### config.mk
export PLATFORM = sky130hd
export DESIGN_NAME = group_fill_gen
export DESIGN_NICKNAME = d
export VERILOG_FILES = /design/src/rtl/group_fill_gen.sv
export SDC_FILE = /design/constraint.sdc
export NUM_CORES = 1
export LEC_CHECK = 0
export BUFFER_PORTS_ARGS = -buffer_cell sky130_fd_sc_hd__buf_2
export CAP_MARGIN = 10
export CORE_MARGIN = 3
export CORE_UTILIZATION = 40
export DETAILED_ROUTE_END_ITERATION = 10
export HOLD_SLACK_MARGIN = 0.1
export PLACE_DENSITY_LB_ADDON = 0.2
export SLEW_MARGIN = 20
export SYNTH_ARGS = -nofsm -noshare
export SYNTH_HDL_FRONTEND = slang
export SYNTH_SLANG_ARGS = --single-unit
### constraint.sdc
create_clock -name clk -period 3.4 [get_ports clk]
set_input_delay 0.68 -clock clk [delete_from_list [all_inputs] [get_ports clk]]
set_output_delay 0.68 -clock clk [all_outputs]
set_load 0.01 [all_outputs]
### src/rtl/group_fill_gen.sv
// Grouped occupancy producer: fills the addressed group one bit per clock,
// thermometer order, and publishes registered per-group full flags.
//
// state  | meaning
// IDLE   | ready for a request; bad requests are rejected with err
// FILL   | setting the lowest clear bit of grp each cycle until rem hits 0
// DONE   | fill finished; done/err (err = overflow) register on the exit edge
module group_fill_gen #(
   parameter int GROUPS = 3,
   parameter int GW     = 4
) (
   input  logic                   clk,
   input  logic                   rst_n,
   input  logic                   req_valid,
   output logic                   req_ready,
   input  logic [1:0]             req_grp,
   input  logic [2:0]             req_cnt,
   input  logic                   clr,
   output logic [GROUPS*GW-1:0]   occ,
   output logic [GROUPS-1:0]      full,
   output logic                   done,
   output logic                   err
);

   localparam logic [1:0] S_IDLE = 2'd0;
   localparam logic [1:0] S_FILL = 2'd1;
   localparam logic [1:0] S_DONE = 2'd2;

   logic [1:0]           state, state_nxt;
   logic [1:0]           grp, grp_nxt;
   logic [2:0]           rem, rem_nxt;
   logic                 ovf, ovf_nxt;
   logic                 done_nxt, err_nxt;
   logic [GROUPS*GW-1:0] occ_nxt;
   logic [GROUPS-1:0]    full_nxt;
   logic [GW-1:0]        grp_word, grp_set;

   assign req_ready = (state == S_IDLE);

   always_comb begin
      state_nxt = state;
      grp_nxt   = grp;
      rem_nxt   = rem;
      ovf_nxt   = ovf;
      done_nxt  = 1'b0;
      err_nxt   = 1'b0;
      occ_nxt   = occ;
      grp_word  = '0;
      for (int g = 0; g < GROUPS; g++) begin
         if (int'(grp) == g) grp_word = occ[g*GW +: GW];
      end
      // x | (x+1) sets exactly the lowest clear bit of a thermometer word
      grp_set = grp_word | (grp_word + GW'(1));

      case (state)
         S_IDLE: begin
            if (req_valid) begin
               if (int'(req_grp) >= GROUPS || req_cnt == 3'd0 || int'(req_cnt) > GW) begin
                  err_nxt = 1'b1;
               end else begin
                  grp_nxt   = req_grp;
                  rem_nxt   = req_cnt;
                  ovf_nxt   = 1'b0;
                  state_nxt = S_FILL;
               end
            end
         end
         S_FILL: begin
            if (&grp_word) begin
               ovf_nxt   = 1'b1;
               state_nxt = S_DONE;
            end else begin
               for (int g = 0; g < GROUPS; g++) begin
                  if (int'(grp) == g) occ_nxt[g*GW +: GW] = grp_set;
               end
               rem_nxt = rem - 3'd1;
               if (rem == 3'd1) begin
                  ovf_nxt   = 1'b0;
                  state_nxt = S_DONE;
               end
            end
         end
         S_DONE: begin
            done_nxt  = 1'b1;
            err_nxt   = ovf;
            state_nxt = S_IDLE;
         end
         default: state_nxt = S_IDLE;
      endcase

      full_nxt = '0;
      for (int g = 0; g < GROUPS; g++) begin
         full_nxt[g] = &occ_nxt[g*GW +: GW];
      end
   end

   always_ff @(posedge clk) begin
      if (!rst_n) begin
         state <= S_IDLE;
         grp   <= '0;
         rem   <= '0;
         ovf   <= 1'b0;
         occ   <= '0;
         full  <= '0;
         done  <= 1'b0;
         err   <= 1'b0;
      end else if (clr) begin
         state <= S_IDLE;
         grp   <= '0;
         rem   <= '0;
         ovf   <= 1'b0;
         occ   <= '0;
         full  <= '0;
         done  <= 1'b0;
         err   <= 1'b0;
      end else begin
         state <= state_nxt;
         grp   <= grp_nxt;
         rem   <= rem_nxt;
         ovf   <= ovf_nxt;
         occ   <= occ_nxt;
         full  <= full_nxt;
         done  <= done_nxt;
         err   <= err_nxt;
      end
   end

endmodule
---- Yosys cells after proc, flatten, opt, wreduce, memory -nomap -nowiden ----
Index checks and enable logic that the tools add are counted.
cells by class
  add/sub/neg operators ................... 2
  $lt $le $gt $ge ......................... 2
  eq/ne operators ......................... 9
  mux-type cells .......................... 26
  bitwise gates (word level) .............. 3
  reductions and logical operators ........ 15
operators with widths
  kind                   number
  $mux W12               2
  $mux W4                6
  $reduce_and A4 Y1      6
  $mux W3                3
  $mux W2                4
  $mux W1                7
  $eq A2 B2 Y1 const B   3
  $ne A2 B2 Y1 const B   3
  $pmux W3 S2            1
  $reduce_and A3 Y1      2
  $add A4 B1 Y4 const B  1
  $logic_not A2 Y1       2
  $or A4 B4 Y4           1
  $pmux W1 S2            2
  $pmux W2 S2            1
  $eq A3 B1 Y1 const B   1
  $gt A3 B3 Y1 const B   1
  $logic_not A3 Y1       1
  $ne A3 B3 Y1 const B   1
  $sub A3 B1 Y3 const B  1
  $eq A2 B1 Y1 const B   1
  $ge A2 B2 Y1 const B   1
  $logic_or A1 B1 Y1     2
  $not A1 Y1             2
  other kinds (2)        2
word-level totals
  register bits ........................... 25
  input bits .............................. 9
  output and inout port bits .............. 18
  logic and storage cells ................. 65

---- Depth between registers and ports, before layout ----
  depth in word-level cells ............... 10
  mapped depth ............................ 7
  gate-level depth less buffers ........... 6

---- Least setup slack after synthesis ----
OpenSTA, ideal clock, no wires.
  kind .................................... input to register
  from .................................... in req_cnt[1]
  to ...................................... reg rem[1]
  setup time .............................. 0.071 ns
  arrival time ............................ 1.750 ns
  path slack .............................. 1.579 ns
  stages .................................. 5
  path buffers ............................ 0
  cells stage by stage .................... nor3b_1 -> o211ai_1 -> nor3_1 -> o221ai_1 -> a21oi_1
on the way
  cells in the longest elaborated chain, start to end .. 5
ends and longest elaborated chain
  item                                                  RTL line  source
  start, declared                                       17        input logic [2:0] req_cnt,
  branches (longest 5 deep; another with $gt A3 B3 Y1)  --
  end signal, assigned                                  119       rem <= rem_nxt;
  end, declared                                         31        logic [2:0] rem, rem_nxt;
Several ways; the timed one is not identified. The select of a mux whose other input is x is not followed.
A chain may end at the register's enable or synchronous reset.

---- Worst setup path after layout ----
  from .................................... reg grp[1]
  to ...................................... reg rem[1]
on the way
  cells in the longest elaborated chain, start to end .. 7
ends and longest elaborated chain
  item                             RTL line  source
  start, declared                  30        logic [1:0] grp, grp_nxt;
  start signal, assigned           118       grp <= grp_nxt;
  $logic_not A2 Y1                 50        if (int'(grp) == g) grp_word = occ[g*GW +: GW];
  $mux W4 (2 in series)            50
  $mux W4 (*)                      50
  $reduce_and A4 Y1 (*)            69        if (&grp_word) begin
  $ne A2 B2 Y1 (no line) (*)       --
  $reduce_and A4 Y1 (no line) (*)  --
Every way passes the cells marked *; elsewhere a longest branch is shown, timed or not.

==> run summary <==
Slew Limit Fails -> 0
crit path DAT -> 2.44 ns
I/O Pins -> 27
Remaining Overflow, GRT -> 0
CTS buffer count -> 3
Area growth, synth to finish -> 13.1%
hold_buf cts -> 0
met1 usage -> 23.0%
drt wl/cell -> 13.4 microns
worst endpoint required time -> 3.65 ns
Power Total -> 0.475 mW
gr usage total -> 15.4%
CTS root buf -> clkbuf_4
cell area after synthesis -> 0.00125 sq mm
nets@finish -> 178
CTS max path bufs -> 2
top cell family by delay on the critical path -> compound AO/OA/AOI/OAI gates
crit path cell chain -> mux2i_1 -> o2bb2ai_2 -> a41oi_2 -> or3_1 -> a21oi_1
top cell type by total area after synthesis -> dfxtp_1
post-route cell area -> 0.00142 sq mm
CP Capture Type -> register
# diodes -> 0
M3 GR Usage -> 3.31%
final hold vios -> 0
global route hottest layer -> met1
peak supply drop -> 0.243 mV
Leak -> 0.521 nW
H-tree depth -> 1
setup_tns -> 0 ns
Buf+Inv Stages, Crit Path -> 0
first-pass GRT wire length -> 4.52 mm
CTS clk-pin slew, worst paths -> 0.13 ns
Vert. Die Dim -> 62.0 microns
CP Max Fanout -> 11
max cap viols -> 0
vias -> 1,128
cts repair resizes -> 0
Setup Skew -> 0.000773 ns
share of layout cells above drive strength 1 -> 22.3%
Mean Syn Cell Area -> 8.77 sq um
Starting Density -> 43.6%
Worst path max stage delay -> 0.58 ns
die area -> 0.00384 sq mm
post-CTS setup buffer count -> 0
fin crit share -> 64.4%
fmax -> 457 MHz
final setup fails -> 0
Rows -> 19
synth unique cells -> 38
RePlAce Congestion -> 0.864
worst hold path class -> register to register
Ys Warns -> 0
critical path class -> register to register
status -> finished clean
ANT nets after route -> 0
drt pass-1 iters -> 4
DR DRC count -> 0
Die Wd -> 62.0 microns
syn_nets -> 154
kind of start point of the critical path -> register
initial drt markers -> 72
PD cells -> 335 mW/mm^2
vias per inst -> 5.42
Syn Inst Count -> 143
slowest CP cell -> dfxtp_1
initial antenna violation count -> 0
ranking of synthesized cells by area -> dfxtp_1 40%, nor2_1 4.5%, a21oi_1 4.0%
Final HPWL DP -> 2.02 mm
worst rel slew slack -> 46.9%
final core occ -> 49.3%
final worst path period need -> 2.19 ns
TritonCTS clock tree -> done
Least-Margin Pin Slew -> 0.796 ns
worst skew pair latency -> 0.32 ns
vias in the first global route -> 1,008
GR Util met2 -> 22.6%
clk sinks -> 25
RSZ-0062 raised after global routing -> no
Core ar. -> 0.00288 sq mm
largest net degree at the start of global routing -> 21
top-area cell type share of the netlist area -> 39.9%
IO Port Bufs -> 26
synthesis-stage register bit count -> 25
drt total wl -> 2.80 mm
DP Area -> 0.00139 sq mm
sequential fraction of the synthesis area -> 39.9%
[worst reg2reg max path, stage by stage (launching register included)]
cell	delay [ns]
dfxtp_1	0.58
mux2i_1	0.15
o2bb2ai_2	0.40
a41oi_2	0.39
or3_1	0.47
a21oi_1	0.13
[cells by family after synthesis]
kind of cell             synth area share [%]
AND/OR/NAND/NOR                          24.1
AO/OA/AOI/OAI                            24.4
multiplexers                             4.09
flip-flops                               39.9
adder cells (fa/ha/maj)                  2.79
buffers and inverters                    4.79
[Yosys cell counts]
cell       number
nor2_1         15
dfxtp_1        25
nand3b_1        2
mux2_2          1
buf_6           2
nand3_1         3
or3_1           3
a221oi_1        1
o21a_1          1
o32ai_1         1
a211oi_1        3
a21o_1          1
o22ai_1         1
a21oi_1        10
nor3b_1         2
o2bb2ai_1       1
a41oi_2         2
ha_1            2
nand2_1        13
o21ai_0         3
o221ai_1        1
o21ba_2         1
a22oi_1         1
o211ai_1        3
maj3_1          1
nor2b_1         4
and2_1          3
clkbuf_1        2
nand2b_1        4
o2bb2ai_2       3
a31oi_1         7
nand4_1         3
mux2i_1         4
buf_2           3
nor3_1          5
nor2b_4         1
inv_1           4
and3_1          1
[worst paths after layout]
| kind | start | cells after the start | endpoint | slack (ns) |
|---|---|---|---|---|
| worst min-delay path | ovf | 2 | ovf | 0.51 |
| worst min register to register | ovf | 2 | ovf | 0.51 |
| worst max-delay path | grp[1] | 5 | rem[1] | 1.21 |
| worst max register to register | grp[1] | 5 | rem[1] | 1.21 |
[metal layers]
metal	wire (microns)	share of wire [%]
met1	1410	50
met2	1220	44
met3	148	5.3
met4	19	0.68
met5	0	0
[placed cells by master, fill, tap and decap left out, drive strengths merged, types with 2 or more instances in the layout]
master,n
nand3,3
nand2b,4
a41oi,2
o21ai,3
a31oi,7
nand4,3
nand2,13
and2,3
nor3b,2
dfxtp,25
nor2,15
nor3,5
ha,2
or3,3
buf,26
a211oi,3
nand3b,2
nor2b,5
o211ai,3
mux2i,4
clkbuf,4
a21oi,10
o2bb2ai,4
inv,4
[report_power, final]
| part | internal [mW] | switching [mW] | total, mW |
|---|---|---|---|
| logic | 0.0158 | 0.0238 | 0.0396 |
| clock network | 0.0460 | 0.0901 | 0.136 |
| registers | 0.296 | 0.00381 | 0.300 |
| total | 0.358 | 0.118 | 0.475 |
[per-stage QoR]
stage               hold WS, ns  std cells  worst slack (ns)
global placement          0.491        204              1.30
finish                    0.511        208              1.21
floorplan                 0.461        143              1.58
global route              0.552        208              1.01
detailed placement        0.486        204              1.14
CTS                       0.512        208              1.21
[final cells by class]
type	count	area (sq um)
Sequential cell	25	500
Multi-Input combinational cell	107	693
Timing Repair Buffer	26	130
Tap cell	42	52.6
Fill cell	280	1460
Clock buffer	4	26.3
Inverter	4	15.0
[sequential cells by signal, summed over array words and instances, names as in the netlist]
| register | flops |
|---|---|
| occ | 12 |
| state | 2 |
| err | 1 |
| done | 1 |
| ovf | 1 |
| rem | 3 |
| grp | 2 |
| full | 3 |
No activity file was read; power rests on OpenSTA's default activity.
